--- src/rtl/oh_arbmux2_if.sv ---
// oh_arbmux2_if: two-producer / one-consumer valid-ready bundle.
// The arbiter takes the slave view; traffic generators take master.
interface oh_arbmux2_if #(
    parameter int DW = 32
);
    logic          in0_valid;
    logic [DW-1:0] in0_data;
    logic          in0_ready;
    logic          in1_valid;
    logic [DW-1:0] in1_data;
    logic          in1_ready;
    logic          out_valid;
    logic [DW-1:0] out_data;
    logic          out_src;
    logic          out_ready;

    modport slave (
        input  in0_valid, in0_data, in1_valid, in1_data, out_ready,
        output in0_ready, in1_ready, out_valid, out_data, out_src
    );

    modport master (
        output in0_valid, in0_data, in1_valid, in1_data, out_ready,
        input  in0_ready, in1_ready, out_valid, out_data, out_src
    );
endinterface

--- src/rtl/oh_arbmux2.sv ---
// oh_arbmux2: two-input round-robin arbitrated mux with registered output.
// Grants gate the buses through an inverting and-or, re-inverted at the flop.
module oh_arbmux2 #(
    parameter int DW = 32
) (
    input  logic        clk,
    input  logic        nreset,
    oh_arbmux2_if.slave bus
);

    logic          g0;
    logic          g1;
    logic          load;
    logic          xfer;
    logic [DW-1:0] mux_n;

    logic          out_valid_q, out_valid_d;
    logic [DW-1:0] out_data_q,  out_data_d;
    logic          out_src_q,   out_src_d;
    logic          last_q,      last_d;

    // Round-robin grant: on contention the input that did not win last goes.
    always_comb begin
        g0    = bus.in0_valid & (~bus.in1_valid | last_q);
        g1    = bus.in1_valid & (~bus.in0_valid | ~last_q);
        load  = ~out_valid_q | bus.out_ready;
        xfer  = load & (g0 | g1);
        mux_n = ~((bus.in0_data & {DW{g0}}) | (bus.in1_data & {DW{g1}}));
    end

    // Next state: load on a free/draining register, priority moves only on transfer.
    always_comb begin
        out_valid_d = out_valid_q;
        out_data_d  = out_data_q;
        out_src_d   = out_src_q;
        last_d      = last_q;
        if (load) begin
            out_valid_d = g0 | g1;
        end
        if (xfer) begin
            out_data_d = ~mux_n;
            out_src_d  = g1;
            last_d     = g1;
        end
    end

    // State register; reset discards any held beat and favours input 0.
    always_ff @(posedge clk) begin
        if (!nreset) begin
            out_valid_q <= 1'b0;
            out_data_q  <= '0;
            out_src_q   <= 1'b0;
            last_q      <= 1'b1;
        end else begin
            out_valid_q <= out_valid_d;
            out_data_q  <= out_data_d;
            out_src_q   <= out_src_d;
            last_q      <= last_d;
        end
    end

    assign bus.in0_ready = load & g0;
    assign bus.in1_ready = load & g1;
    assign bus.out_valid = out_valid_q;
    assign bus.out_data  = out_data_q;
    assign bus.out_src   = out_src_q;

endmodule
--- src/flat_wrapper.sv ---
// flat-port wrapper written by rule: the top's interface ports become plain ports
module oh_arbmux2_flat 
#(
    parameter int DW = 32
)
  (clk, nreset, bus_in0_valid, bus_in0_data, bus_in1_valid, bus_in1_data, bus_out_ready, bus_in0_ready, bus_in1_ready, bus_out_valid, bus_out_data, bus_out_src);
  oh_arbmux2_if #(.DW(DW)) bus_i ();
  input  logic clk;
  input  logic nreset;
  input wire logic [$bits(bus_i.in0_valid)-1:0] bus_in0_valid;
  input wire logic [$bits(bus_i.in0_data)-1:0] bus_in0_data;
  input wire logic [$bits(bus_i.in1_valid)-1:0] bus_in1_valid;
  input wire logic [$bits(bus_i.in1_data)-1:0] bus_in1_data;
  input wire logic [$bits(bus_i.out_ready)-1:0] bus_out_ready;
  output wire logic [$bits(bus_i.in0_ready)-1:0] bus_in0_ready;
  output wire logic [$bits(bus_i.in1_ready)-1:0] bus_in1_ready;
  output wire logic [$bits(bus_i.out_valid)-1:0] bus_out_valid;
  output wire logic [$bits(bus_i.out_data)-1:0] bus_out_data;
  output wire logic [$bits(bus_i.out_src)-1:0] bus_out_src;
  assign bus_i.in0_valid = bus_in0_valid;
  assign bus_i.in0_data = bus_in0_data;
  assign bus_i.in1_valid = bus_in1_valid;
  assign bus_i.in1_data = bus_in1_data;
  assign bus_i.out_ready = bus_out_ready;
  assign bus_in0_ready = bus_i.in0_ready;
  assign bus_in1_ready = bus_i.in1_ready;
  assign bus_out_valid = bus_i.out_valid;
  assign bus_out_data = bus_i.out_data;
  assign bus_out_src = bus_i.out_src;
  oh_arbmux2 #(.DW(DW)) u_core (.clk(clk), .nreset(nreset), .bus(bus_i));
endmodule
--- config.mk ---
export PLATFORM = sky130hd
export DESIGN_NAME = oh_arbmux2_flat
export DESIGN_NICKNAME = d
export VERILOG_FILES = /design/src/rtl/oh_arbmux2_if.sv /design/src/rtl/oh_arbmux2.sv /design/src/flat_wrapper.sv
export SDC_FILE = /design/constraint.sdc
export NUM_CORES = 1
export LEC_CHECK = 0
export ABC_AREA = 1
export BUFFER_PORTS_ARGS = -buffer_cell sky130_fd_sc_hd__buf_4
export CORE_UTILIZATION = 30
export DETAILED_ROUTE_END_ITERATION = 6
export PLACE_DENSITY_LB_ADDON = 0.12
export SYNTH_ARGS = -nofsm -noshare
export SYNTH_HDL_FRONTEND = slang
export SYNTH_SLANG_ARGS = --single-unit
--- constraint.sdc ---
create_clock -name clk -period 1.9 [get_ports clk]
set_input_delay 0.095 -clock clk [delete_from_list [all_inputs] [get_ports clk]]
set_output_delay 0.095 -clock clk [all_outputs]
set_load 0.01 [all_outputs]
Yosys cells after proc, flatten, opt, wreduce, memory -nomap -nowiden
Index checks and enable logic that the tools add are counted.
{ "word_totals": {"register_bits": 35, "input_bits": 69, "output_inout_bits": 36, "elab_cells": 22} }
{ "classes": {"n_bitwise": 18} }
{ "ops": {"columns": ["cell", "count"], "rows": [
  ["32-bit AND", 2],
  ["32-bit NOT", 2],
  ["32-bit OR", 1],
  ["1-bit AND", 5],
  ["1-bit NOT", 4],
  ["1-bit OR", 4]
]} }

Logic depth before layout (Yosys ltp)
{ "logic_depth": {"ltp_word": 7, "ltp_mapped": 9, "depth_no_buf": 6} }

Worst setup path after synthesis
No wires, ideal clock.
{ "synth_timing": {"path_type": "reg-to-reg", "startpoint": "reg u_core.last_q", "endpoint": "reg u_core.out_data_q[0] (netlist: u_core.bus.out_data[0])", "setup_time_ps": 113, "arrival_time_ps": 998, "t_required_ps": 1787, "path_slack_ps": 789, "stages_incl_launch_ff": 8, "path_buffers": 2, "period_less_slack_ps": 1111, "cell_sequence": "dfxtp_1 > nand2_4 > nand3_1 > nand2_1 > buf_6 > buf_4 > nor2_1 > nor2_1"} }
{ "synth_via": {"elab_chain_cells": 7, "word_cells_on_any_way": 12, "classes_between": "12 x bitwise"} }
{ "synth_rtl": {"columns": ["element", "line_no", "source"], "rows": [
  ["start: declaration", "oh_arbmux2.sv:20", "logic last_q, last_d;"],
  ["start signal: assignment", "oh_arbmux2.sv:58", "last_q <= last_d;"],
  ["1-bit NOT", "oh_arbmux2.sv:25", "g1 = bus.in1_valid & (~bus.in0_valid | ~last_q);"],
  ["1-bit OR", "oh_arbmux2.sv:25", null],
  ["1-bit AND", "oh_arbmux2.sv:25", null],
  ["32-bit AND", "oh_arbmux2.sv:28", "mux_n = ~((bus.in0_data & {DW{g0}}) | (bus.in1_data & {DW{g1}}));"],
  ["32-bit OR", "oh_arbmux2.sv:28", null],
  ["32-bit NOT", "oh_arbmux2.sv:28", null],
  ["32-bit NOT", "oh_arbmux2.sv:41", "out_data_d = ~mux_n;"],
  ["end signal: assignment", "oh_arbmux2.sv:56", "out_data_q <= out_data_d;"],
  ["end: declaration", "oh_arbmux2.sv:18", "logic [DW-1:0] out_data_q, out_data_d;"]
]} }
Several ways; a longest one is shown, not always the timed one.
A chain may end at the register's enable or synchronous reset.

Final worst setup path
{ "layout_timing": {"startpoint": "reg u_core.last_q", "endpoint": "out bus_in0_ready"} }
{ "layout_via": {"elab_chain_cells": 3} }
{ "layout_rtl": {"columns": ["element", "line_no", "source"], "rows": [
  ["1-bit OR", "oh_arbmux2.sv:24", "g0 = bus.in0_valid & (~bus.in1_valid | last_q);"],
  ["1-bit AND", "oh_arbmux2.sv:24", null],
  ["1-bit AND", "oh_arbmux2.sv:62", "assign bus.in0_ready = load & g0;"],
  ["end: declaration", "flat_wrapper.sv:15", "output wire logic [$bits(bus_i.in0_ready)-1:0] bus_in0_ready;"]
]} }
Every way passes these cells.

==> impl_metrics.tcl <==
set metrics [dict create \
    yosys.area.top_type "sky130_fd_sc_hd__dfxtp_1" \
    synthFlopType "sky130_fd_sc_hd__dfxtp_1" \
    timing_worst_setup_path_type "register to primary output" \
    fin_crit_sh_pct 83.64 \
    avgViaCountPerCell 4.364 \
    initial_utilization_pct 31.09 \
    synth_largest_type_area_fraction_pct 35.49 \
    place_ws_ns 0.5525 \
    clk_root_buffer_cell "sky130_fd_sc_hd__clkbuf_8" \
    multi_input_area_sq_um 987.2 \
    grt_remaining_overflow 0 \
    max-clock-path-buffers 2 \
    synthesis.area_sq_um 1974 \
    ys_top_cells_by_area "sky130_fd_sc_hd__dfxtp_1 35%, sky130_fd_sc_hd__nand2_1 19%, sky130_fd_sc_hd__nand3_1 17%, sky130_fd_sc_hd__nor2_1 12%, sky130_fd_sc_hd__inv_1 7.2%" \
    ys_top_cells_by_count "102 x sky130_fd_sc_hd__nand2_1, 67 x sky130_fd_sc_hd__nand3_1, 64 x sky130_fd_sc_hd__nor2_1" \
    maxSlewViolCount 0 \
    final_nets 496 \
    vias_in_the_first_global_route 2007 \
    dieHeight_um 83.13 \
    yosys.area_share.simple_pct 49.11 \
    place.port_buffers 104 \
    worst_ep_arrival_time_ns 1.49 \
    dpl.cell_count 497 \
    synth_warnings 0 \
    drcViolationCount 0 \
    placer_congestion 0.7248 \
    timing.hold.worst.class "input pin to register" \
    dp.final_hpwl_um 3823 \
    yosys_register_bits 35 \
    dieWidth_um 83.13 \
    post_synth_num_cell_types 13 \
    postLayoutSetupSlackWorst_ns 0.3108 \
    tritoncts "done" \
    cts-buffers-inserted 5 \
    area.growth.synth_to_final_pct 44.30 \
    setup-tns-final_ns 0 \
    numClockSinks 35 \
    crit_path_max_incr_delay_ns 0.41 \
    first_pass_grt_wire_length_um 9004 \
    holdPathStages 5 \
    synth-edff-count 0 \
    vdd.ir_drop.worst_uv 464.9 \
    timing.critical_path.from_type "register" \
    grt_max_degree 36 \
    grt_antenna_before_repair 0 \
    ant_nets 0 \
    dieArea_sq_um 6910 \
    required_ns 1.80 \
    dr_total_vias 2204 \
    postCtsSetupRepairBufs 0 \
    post_layout_cell_count 505 \
    main_combinational_cell_family_by_area_after_synthesis "simple AND/OR/NAND/NOR gates" \
    drt_pre_antenna_iters 4 \
    worst_pin_slew_ns 0.4007 \
    period_minus_slack_ns 1.589 \
    achievable-frequency_mhz 629.2 \
    ioPinCount 105 \
    wl_um 5524 \
    synth_mux_area_share_pct 0 \
    post_synthesis_net_count 405 \
    reg2regPathDepth 7 \
    clk_pin_slew_ns 0.07 \
    critical-path-top-delay-family "buffers and inverters" \
    postSynthAreaPerCell_sq_um 5.876 \
    worst_slew_margin_relative_to_its_limit_pct 73.29 \
    leakage_nw 1.587 \
    synth-seq-area-share_pct 35.49 \
    finalSetupViolations 0 \
    htree_levels 2 \
    adder_and_majority_cell_fraction_of_the_synthesized_area_pct 0 \
    synthMostInstantiatedCell "sky130_fd_sc_hd__nand2_1" \
    core-area_sq_um 6350 \
    outcome "finished clean" \
    grtUsageTotal_pct 16.19 \
    max_cap_violations 0 \
    finalHoldWorstSlack_ns 0.1548 \
    cellPowerDensity_nw_per_um2 714.8 \
    cp_cell_sequence "inv_1 > nand2_1 > buf_4 > nand3_1 > inv_1 > buf_4" \
    post_cts.resized_instances 0 \
    clk_latency_ns 0.28 \
    finalClockSkew_ns 0.005363 \
    worst-path-max-fanout 33 \
    row_count 29 \
    cp.buffers_inverters 4 \
    setup_repair_after_global_routing_missed_its_margin "no" \
    crit_slowest_cell "sky130_fd_sc_hd__dfxtp_1" \
    ff_latch_area_sq_um 700.7 \
    synthesis.instances 336 \
    worst-path-stages 6 \
    synthesized_area_fraction_occupied_by_ao_oa_aoi_and_oai_cells_pct 0.7605 \
    post_detailed_route_wirelength_per_cell_um 10.94 \
    hold_viol_final 0 \
    cts.hold.buffers_added 0 \
    setup.worst_path.end_class "primary output" \
    synth_xor_area_share_pct 0 \
    r2r_setup_slack_ns 0.56 \
    synth_async_sr_flop_share_pct 0 \
    fillCellCount 717 \
    drtIter0Drc 47 \
    antenna_cells_inserted 0 \
    layout-drive-gt1-share_pct 27.80 \
]
==> placed cells by master (no fill, tap or decap) <==
cell	Yosys	routed
sky130_fd_sc_hd__nand2_2	0	1
sky130_fd_sc_hd__a21oi_1	3	3
sky130_fd_sc_hd__inv_1	38	38
sky130_fd_sc_hd__clkbuf_8	0	7
sky130_fd_sc_hd__nand3_1	67	67
sky130_fd_sc_hd__inv_2	1	1
sky130_fd_sc_hd__buf_4	4	109
sky130_fd_sc_hd__dfxtp_1	35	35
sky130_fd_sc_hd__nand2_1	102	101
sky130_fd_sc_hd__nand2_4	1	1
sky130_fd_sc_hd__nor2_1	64	64
sky130_fd_sc_hd__clkbuf_1	7	1
==> worst reg2reg max path, cell delays in order (launching register included) <==
cell,delay (ns)
sky130_fd_sc_hd__dfxtp_1,0.36
sky130_fd_sc_hd__nand2_4,0.17
sky130_fd_sc_hd__nand3_1,0.11
sky130_fd_sc_hd__nand2_2,0.08
sky130_fd_sc_hd__buf_4,0.32
sky130_fd_sc_hd__nand2_1,0.10
sky130_fd_sc_hd__nand2_1,0.07
sky130_fd_sc_hd__nor2_1,0.04
==> per-stage QoR <==
step	power (W)	util [%]	area (sq um)
2_1_floorplan	0.001202	-	1974
3_3_place_gp	0.001460	43.29	2749
3_5_place_dp	0.001464	43.29	2749
4_1_cts	0.002073	44.87	2849
5_1_grt	0.002186	44.87	2849
6_report	0.002036	44.87	2849
==> routing by layer <==
metal | track usage, % | share of wire (%) | vias up
met5 | 0 | 0 | -
met4 | 4.859 | 1.0 | 0
met3 | 5.765 | 7.9 | 4
met2 | 26.75 | 46 | 69
met1 | 19.69 | 45 | 932
li1 | - | - | 1199
==> flip-flops by register name, summed over array words and instances, names as in the netlist <==
register and flops:
u_core.bus.out_data 32, u_core.bus.out_src 1, u_core.bus.out_valid 1, u_core.last_q 1
==> power breakdown <==
group,total (W),internal (W),switching (W),leakage [nW]
clock,0.000595,0.000331,0.000264,0.0515
sequential,0.000846,0.000808,0.0000382,0.291
combinational,0.000595,0.000289,0.000306,1.25
==> logic make-up after synthesis <==
group,count (synthesis)
AND/OR/NAND/NOR,234
buffers and inverters,64
flip-flops,35
AO/OA/AOI/OAI,3
==> final timing paths <==
kind	startpoint	endpoint
setup / recovery	u_core.last_q	bus_in0_ready
hold / removal	bus_in0_data[9]	u_core.bus.out_data[9]
setup reg to reg	u_core.last_q	u_core.bus.out_data[31]
hold reg to reg	u_core.bus.out_src	u_core.bus.out_src
==> layout make-up <==
class                           count  area share (%)
Sequential cell                    35           24.59
Clock buffer                        8           3.513
Timing Repair Buffer              109           28.72
Multi-Input combinational cell    237           34.65
Inverter                           39           5.138
Tap cell                           77           3.382
Note: power is estimated with default switching activity, not from simulation.
